===== src/rtl/uart_arb_pkg.sv =====
// uart_arb_pkg: shared definitions for the UART transmit arbiter.
//   arb_state_t  - FSM state encoding, also exported on OutState for debug
//   grant_width  - width of a requester index for a given requester count
package uart_arb_pkg;

    typedef enum logic [1:0] {
        IDLE = 2'd0,
        SEND = 2'd1,
        HOLD = 2'd2,
        GAP  = 2'd3
    } arb_state_t;

    function automatic int unsigned grant_width(input int unsigned n);
        return (n > 1) ? $clog2(n) : 1;
    endfunction

endpackage


===== src/rtl/uart_tx_arbiter_rr_arbiter.sv =====
// rr_arbiter: combinational round-robin pick.
//   req       - request vector, one bit per requester
//   ptr       - highest-priority index; search runs upward from here and wraps
//   winner    - first requesting index at or after ptr (0 when none)
//   any_valid - at least one request is present
module rr_arbiter
    import uart_arb_pkg::*;
#(
    parameter int unsigned NUM_REQ = 4,
    localparam int unsigned GW     = grant_width(NUM_REQ)
) (
    input  logic [NUM_REQ-1:0] req,
    input  logic [GW-1:0]      ptr,
    output logic [GW-1:0]      winner,
    output logic               any_valid
);

    logic [GW-1:0] idx;

    always_comb begin
        winner    = '0;
        any_valid = 1'b0;
        idx       = '0;
        for (int unsigned k = 0; k < NUM_REQ; k++) begin
            idx = GW'((32'(ptr) + k) % NUM_REQ);
            if (!any_valid && req[idx]) begin
                any_valid = 1'b1;
                winner    = idx;
            end
        end
    end

endmodule


===== src/rtl/uart_tx_arbiter.sv =====
// uart_tx_arbiter: shares one UART transmitter between NUM_REQ byte-stream
// requesters. Whole packets (terminated by req_last) are granted round-robin
// and never interleaved; bytes are paced by TxEmpty with a guard window after
// each XMitGo, and an idle gap is inserted after every packet.
//   clk, rst   - clock, synchronous active-high reset
//   req_valid  - per-requester byte valid
//   req_data   - per-requester byte, requester i on [8i+7:8i]
//   req_last   - final byte of a packet (qualified by valid & ready)
//   req_ready  - byte accepted this cycle (one-hot or zero)
//   TxEmpty    - transmitter can take a byte
//   TxData     - registered byte to the transmitter
//   XMitGo     - registered one-cycle start pulse
//   grant_id   - current or most recent owner
//   busy       - high from grant until the end of the gap
//   OutState   - FSM state for debug
module uart_tx_arbiter
    import uart_arb_pkg::*;
#(
    parameter int unsigned NUM_REQ      = 4,
    parameter int unsigned GUARD_CYCLES = 2,
    parameter int unsigned GAP_CYCLES   = 16,
    parameter int unsigned GAP_W        = 16
) (
    input  logic                               clk,
    input  logic                               rst,
    input  logic [NUM_REQ-1:0]                 req_valid,
    input  logic [8*NUM_REQ-1:0]               req_data,
    input  logic [NUM_REQ-1:0]                 req_last,
    output logic [NUM_REQ-1:0]                 req_ready,
    input  logic                               TxEmpty,
    output logic [7:0]                         TxData,
    output logic                               XMitGo,
    output logic [grant_width(NUM_REQ)-1:0]    grant_id,
    output logic                               busy,
    output logic [1:0]                         OutState
);

    localparam int unsigned GW  = grant_width(NUM_REQ);
    localparam int unsigned GUW = $clog2(GUARD_CYCLES + 1);

    arb_state_t        state, state_nxt;
    logic [GW-1:0]     rr_ptr;
    logic [GW-1:0]     winner;
    logic              any_valid;
    logic [GUW-1:0]    guard_cnt;
    logic [GAP_W-1:0]  gap_cnt;
    logic              last_q;
    logic [7:0]        req_bytes [NUM_REQ];
    logic              accept;
    logic              guard_done;
    logic              gap_done;
    logic [GW-1:0]     ptr_after;

    for (genvar g = 0; g < NUM_REQ; g++) begin : g_unpack
        assign req_bytes[g] = req_data[8*g +: 8];
    end

    rr_arbiter #(
        .NUM_REQ(NUM_REQ)
    ) u_rr (
        .req       (req_valid),
        .ptr       (rr_ptr),
        .winner    (winner),
        .any_valid (any_valid)
    );

    assign accept     = (state == SEND) && req_valid[grant_id] && TxEmpty;
    // Counters are loaded with the full duration and expire on their last
    // cycle, so HOLD lasts GUARD_CYCLES cycles and GAP lasts GAP_CYCLES.
    assign guard_done = (guard_cnt <= GUW'(1));
    assign gap_done   = (gap_cnt <= GAP_W'(1));
    assign ptr_after  = (grant_id == GW'(NUM_REQ - 1)) ? '0 : grant_id + GW'(1);

    // State register
    always_ff @(posedge clk) begin
        if (rst) begin
            state <= IDLE;
        end else begin
            state <= state_nxt;
        end
    end

    // Next-state logic
    always_comb begin
        state_nxt = state;
        unique case (state)
            IDLE: if (any_valid) state_nxt = SEND;
            SEND: if (accept)    state_nxt = HOLD;
            HOLD: begin
                if (guard_done) begin
                    if (!last_q)              state_nxt = SEND;
                    else if (GAP_CYCLES == 0) state_nxt = IDLE;
                    else                      state_nxt = GAP;
                end
            end
            GAP:  if (gap_done)  state_nxt = IDLE;
            default:             state_nxt = IDLE;
        endcase
    end

    // Outputs decoded from state
    always_comb begin
        req_ready = '0;
        if (state == SEND) begin
            req_ready[grant_id] = req_valid[grant_id] & TxEmpty;
        end
        OutState = state;
    end

    // Datapath, counters and grant bookkeeping
    always_ff @(posedge clk) begin
        if (rst) begin
            TxData    <= '0;
            XMitGo    <= 1'b0;
            grant_id  <= '0;
            busy      <= 1'b0;
            rr_ptr    <= '0;
            guard_cnt <= '0;
            gap_cnt   <= '0;
            last_q    <= 1'b0;
        end else begin
            XMitGo <= 1'b0;
            unique case (state)
                IDLE: begin
                    if (any_valid) begin
                        grant_id <= winner;
                        busy     <= 1'b1;
                    end
                end
                SEND: begin
                    if (accept) begin
                        TxData    <= req_bytes[grant_id];
                        XMitGo    <= 1'b1;
                        last_q    <= req_last[grant_id];
                        guard_cnt <= GUW'(GUARD_CYCLES);
                    end
                end
                HOLD: begin
                    if (guard_done) begin
                        if (last_q) begin
                            rr_ptr <= ptr_after;
                            if (GAP_CYCLES == 0) begin
                                busy <= 1'b0;
                            end else begin
                                gap_cnt <= GAP_W'(GAP_CYCLES);
                            end
                        end
                    end else begin
                        guard_cnt <= guard_cnt - GUW'(1);
                    end
                end
                GAP: begin
                    if (gap_done) begin
                        busy <= 1'b0;
                    end else begin
                        gap_cnt <= gap_cnt - GAP_W'(1);
                    end
                end
                default: ;
            endcase
        end
    end

endmodule


===== config.mk =====
export PLATFORM = sky130hd
export DESIGN_NAME = uart_tx_arbiter
export DESIGN_NICKNAME = d
export VERILOG_FILES = /design/src/rtl/uart_arb_pkg.sv /design/src/rtl/uart_tx_arbiter_rr_arbiter.sv /design/src/rtl/uart_tx_arbiter.sv
export SDC_FILE = /design/constraint.sdc
export NUM_CORES = 1
export LEC_CHECK = 0
export ABC_AREA = 1
export CELL_PAD_IN_SITES_DETAIL_PLACEMENT = 0
export CELL_PAD_IN_SITES_GLOBAL_PLACEMENT = 1
export CORE_MARGIN = 2
export CORE_UTILIZATION = 34
export CTS_BUF_LIST = sky130_fd_sc_hd__clkbuf_8
export DETAILED_ROUTE_END_ITERATION = 10
export PLACE_DENSITY = 0.87
export SYNTH_ARGS = -nofsm -noshare
export SYNTH_HDL_FRONTEND = slang
export SYNTH_SLANG_ARGS = --single-unit
export TNS_END_PERCENT = 20

===== constraint.sdc =====
create_clock -name clk -period 1.7 [get_ports clk]
set_input_delay 0.17 -clock clk [delete_from_list [all_inputs] [get_ports clk]]
set_output_delay 0.17 -clock clk [all_outputs]
set_load 0.1 [all_outputs]

# Word-level counts from Yosys, hierarchy flattened
# Index checks and enable logic that the tools add are counted.
# op_classes
add_sub_neg	6
n_lt_le_gt_ge	9
n_eq_ne	11
n_mux	43
bitwise_logic	4
reduce_logical	21
# ops
operator	n
$mux 16	3
$pmux 16 s2	1
$mux 2	11
$bmux 8 s2	1
$le 16x1->1 const B	1
$mux 8	2
$sub 16x1->16 const B	1
$lt 2x3->1 const B	5
$mux 1	14
$ne 2x2->1 const B	7
$bmux 1 s2	6
$reduce_and 3->1	3
$pmux 2 s4	1
$reduce_and 4->1	2
$eq 2x2->1 const B	3
$logic_and 1x1->1	6
$reduce_bool 2->1	3
$add 2x1->2 const B	2
$add 2x2->2 const B	2
$and 4x4->4	1
$mux 4	1
$pmux 2 s2	1
$reduce_and 2->1	2
$ge 3x3->1 const B	1
12 further kinds	14
# totals
reg_bits	35
inputBits	43
word_cells	103

# Depth between registers and ports, before layout
# logic_depth
word_depth	14
ltp_mapped	13
mapped_depth_nobuf	12

# By module
# From an unflattened synthesis, not the netlist that was laid out.
# hier_totals
cells_unflattened	412
hier_area_um2	2549.9
# modules_own_cells
mod	instances	cells_each	area_per_inst_um2	seq_area_each_um2
uart_tx_arbiter	1	353	2230.9	700.7
rr_arbiter	1	59	319.1	0.0

# Least setup slack after synthesis
# No wires, ideal clock.
# synth_path
path_type	reg2out
startpoint	register grant_id[0]
endpoint	output req_ready[0]
t_arrival_ns	3.145
slack_ns	-1.615
stages_incl_launch_ff	7
path_buffers	2
path_cell_list	dfxtp_1 > buf_2 > o211ai_1 > nand2_1 > nand3_2 > clkbuf_1 > nor2_1
# synth_via
elab_chain_len	6
elab_cells_between_ends	10
cone_classes	order compare (2); mux (5); bitwise (2); reduce/logical (1)
# synth_rtl
item	line	rtl
from (decl)	uart_tx_arbiter.sv:33	output logic [grant_width(NUM_REQ)-1:0] grant_id,
from (signal assigned)	uart_tx_arbiter.sv:126	grant_id <= winner;
$lt 2x3->1 (implied by the code) or $ge 2x1->1 (tied branches)	uart_tx_arbiter.sv:105	req_ready[grant_id] = req_valid[grant_id] & TxEmpty;
$logic_and 1x1->1 (implied by the code)	uart_tx_arbiter.sv:105	
$mux 1 (implied by the code)	uart_tx_arbiter.sv:105	
$demux 1 s2	uart_tx_arbiter.sv:105	
$and 4x4->4 (no line) *	n/a	
$mux 4 *	uart_tx_arbiter.sv:104	if (state == SEND) begin
to (decl)	uart_tx_arbiter.sv:29	output logic [NUM_REQ-1:0] req_ready,
# Mark *: on every way between the ends. The rest lies on a longest branch, timed or not. The select of a mux whose other input is x is not followed.

# Worst setup path after layout
# Ends and elaborated chain as after synthesis.

==> flow_summary.ini <==
[drt]
wl_met1_mm = 2.921
routed-wl-met3_um = 461
vias = 2624
drc_errors = 0
drt_iter0_markers = 81
drtAntennaViolNets = 0
wire_per_inst_um = 12.48
top_layer = met4
wl_met2_mm = 3.172
vias_per_cell = 4.960
wirelength_mm = 6.602
first_pass_iters = 4

[die]
die_w_um = 86.58
rows = 30
start_util = 0.3470
core_mm2 = 0.006681
pin_count = 61
die_area_mm2 = 0.007495
die_y_um = 86.58

[yosys]
syn_area_per_cell_um2 = 6.232
ys_types = 34
synthFlopType = dfxtp_1
synth_top_area_frac = 0.3022
synth-async-reset-ratio = 0
yosysSeqAreaShare = 0.3022
synth_cells = 372
yosys_warnings = 0
yosysTopAreaCell = dfxtp_1
synth.net_count = 422
synth_area_mm2 = 0.002318
netlist_top_cells_area = dfxtp_1, nand2_1, nor2_1
ys_ff_latch = 35
synth_edf_count = 0

[worst_setup_path]
startpoint_type = flip-flop
path_class = reg2out
crit_fanout = 22
cp-end-kind = output port
critPathRequiredTime_ns = 1.53
cp_data_arrival_time_ns = 1.49

[timing]
fin_ws_ns = 0.04128
hold_viol_final = 0
slew_headroom = 0.6825
maxSlewViolCount = 0
finalClockSkew_ns = 0.005307
period_share = 0.9757
worst_pin_slew_ns = 0.4757
setup_viol_count_final = 0
timing.fmax_mhz = 602.9
grt_setup_unrepaired = yes
period_needed_ns = 1.659

[global_routing]
grt_overflow = 0
grt_max_degree = 23
grt_usage = 0.1826
grt_pass1_wl_mm = 11.01
grt_pass1_vias = 2467
antenna_found_initial = 0

[cts]
clk_pin_slew_ns = 0.08
ctsLongestPathBuffers = 2
cts_tree = done
clock-root-buffer = clkbuf_8
hold_buffers = 0
cts_sinks = 35
cts_made_buffers = 5
insertion_delay_ns = 0.29
h-tree-depth = 2

[power_and_ir_drop]
powerDensity_mw_per_mm2 = 840.5
p_leak_nw = 1.488
ir_drop_mv = 0.4416

[layout]
fin_area_mm2 = 0.003391
area_delta_synth_final_pct = 46.25
final_nets = 498
antenna_cells = 0
finalNonFillerCells = 529
drive_gt1_frac = 0.1893

[placed_design]
port_buffers = 60
post-place-ws_ns = 0.003057
routabilityCongestion = 0.8314
place_area_mm2 = 0.003164
dpl.hpwl_mm = 4.901
dp_cells = 513

[outcome]
status = completed

[worst_hold_path]
hp-class = reg2reg

[job]
cap_violations = 0
-- cell families after synthesis --
group | count (synthesis) | synth area share
fa+ha+maj | 7 | 0.03777
flops | 35 | 0.3022
simple gates | 185 | 0.3567
buf+inv | 59 | 0.1047
compound gates | 86 | 0.1986
-- registers in the layout, summed over array words and instances (netlist names) --
register	cells
gap_cnt	16
TxData	8
OutState	2
grant_id	2
guard_cnt	2
rr_ptr	2
XMitGo	1
busy	1
last_q	1
-- placed cells by master (no fill, tap or decap), types with 2 or more instances in the layout --
cell type,count
nor2_2,5
o21ai_1,6
nand4_1,11
nor3_2,2
ha_1,7
buf_4,28
nand2_1,73
nand2_2,6
nand2_4,2
clkbuf_8,5
a21o_1,3
clkdlybuf4s50_1,42
inv_1,41
clkinv_1,2
a21oi_1,29
buf_12,9
or2_2,3
inv_2,3
dfxtp_2,3
nand3_2,2
o22ai_1,9
o21ai_0,33
dfxtp_1,28
nor2_1,55
nand3_1,16
nor2_4,6
dfxtp_4,4
-- area by class of cell --
type                            instances  area (um2)
Multi-Input combinational cell        278        1424
Fill cell                             696        3291
Timing Repair Buffer                   82       883.3
Inverter                               46       172.7
Tap cell                               80       100.1
Clock buffer                            5       68.82
Sequential cell                        35       719.4
Clock inverter                          3       22.52
-- metrics by stage --
stage               power [W]  setup TNS, ns  utilization  hold slack (ns)
floorplan            0.001792        -0.5806            -           0.2391
global placement     0.002160              0       0.4736           0.4355
detailed placement   0.002167              0       0.4736           0.4407
CTS                  0.002853              0       0.4987           0.4531
global route         0.003027        -0.2327       0.5075           0.4682
finish               0.002850              0       0.5075           0.4526
-- path summary, 6_finish.rpt --
kind / from / endpoint / slack [ns] / depth (start not counted)
worst max-delay path: grant_id[0] / req_ready[0] / 0.04 / 6
worst max register to register: guard_cnt[1] / OutState[0] / 0.09 / 10
worst min-delay path: TxData[5] / TxData[5] / 0.45 / 2
worst min register to register: TxData[5] / TxData[5] / 0.45 / 2
-- cell usage after synthesis, types with 2 or more instances --
| cell | instances |
|---|---|
| buf_6 | 2 |
| nand3_1 | 16 |
| nor2_1 | 63 |
| inv_1 | 43 |
| nand2_2 | 7 |
| dfxtp_1 | 35 |
| a21oi_1 | 29 |
| buf_2 | 5 |
| nor2_4 | 2 |
| nor3_2 | 2 |
| clkinv_1 | 2 |
| or2_2 | 3 |
| clkbuf_1 | 5 |
| nand2_1 | 73 |
| o21ai_0 | 35 |
| o21ai_1 | 5 |
| nand3_2 | 2 |
| nand4_1 | 11 |
| ha_1 | 7 |
| o22ai_1 | 9 |
| a21o_1 | 3 |
-- critical path: stages, from the launching register on --
cell and delay, ns:
dfxtp_4 0.38, inv_1 0.10, buf_8 0.18, ha_1 0.16, inv_1 0.06, nor2_4 0.13
buf_12 0.18
-- timing repair --
action,CTS,global route
pin swaps,2,0
setup buffers,5,1
gates cloned,1,1
resized for setup,2,14
setup endpoints to repair,4,22
-- routing by layer --
layer / vias to the layer above / track usage
met3: 5 / 0.05619
met1: 1177 / 0.2202
met5: - / 0
met2: 74 / 0.3217
li1: 1368 / -
met4: 0 / 0.03409
-- power by group --
| group | switching, W | total [W] | leakage [nW] | internal (W) |
|---|---|---|---|---|
| registers | 0.0000548 | 0.000936 | 0.288 | 0.000881 |
| clock network | 0.000340 | 0.000634 | 0.0451 | 0.000294 |
| logic | 0.000802 | 0.00128 | 1.16 | 0.000477 |
| total | 0.00120 | 0.00285 | 1.49 | 0.00165 |
(Power assumes the default switching activity.)
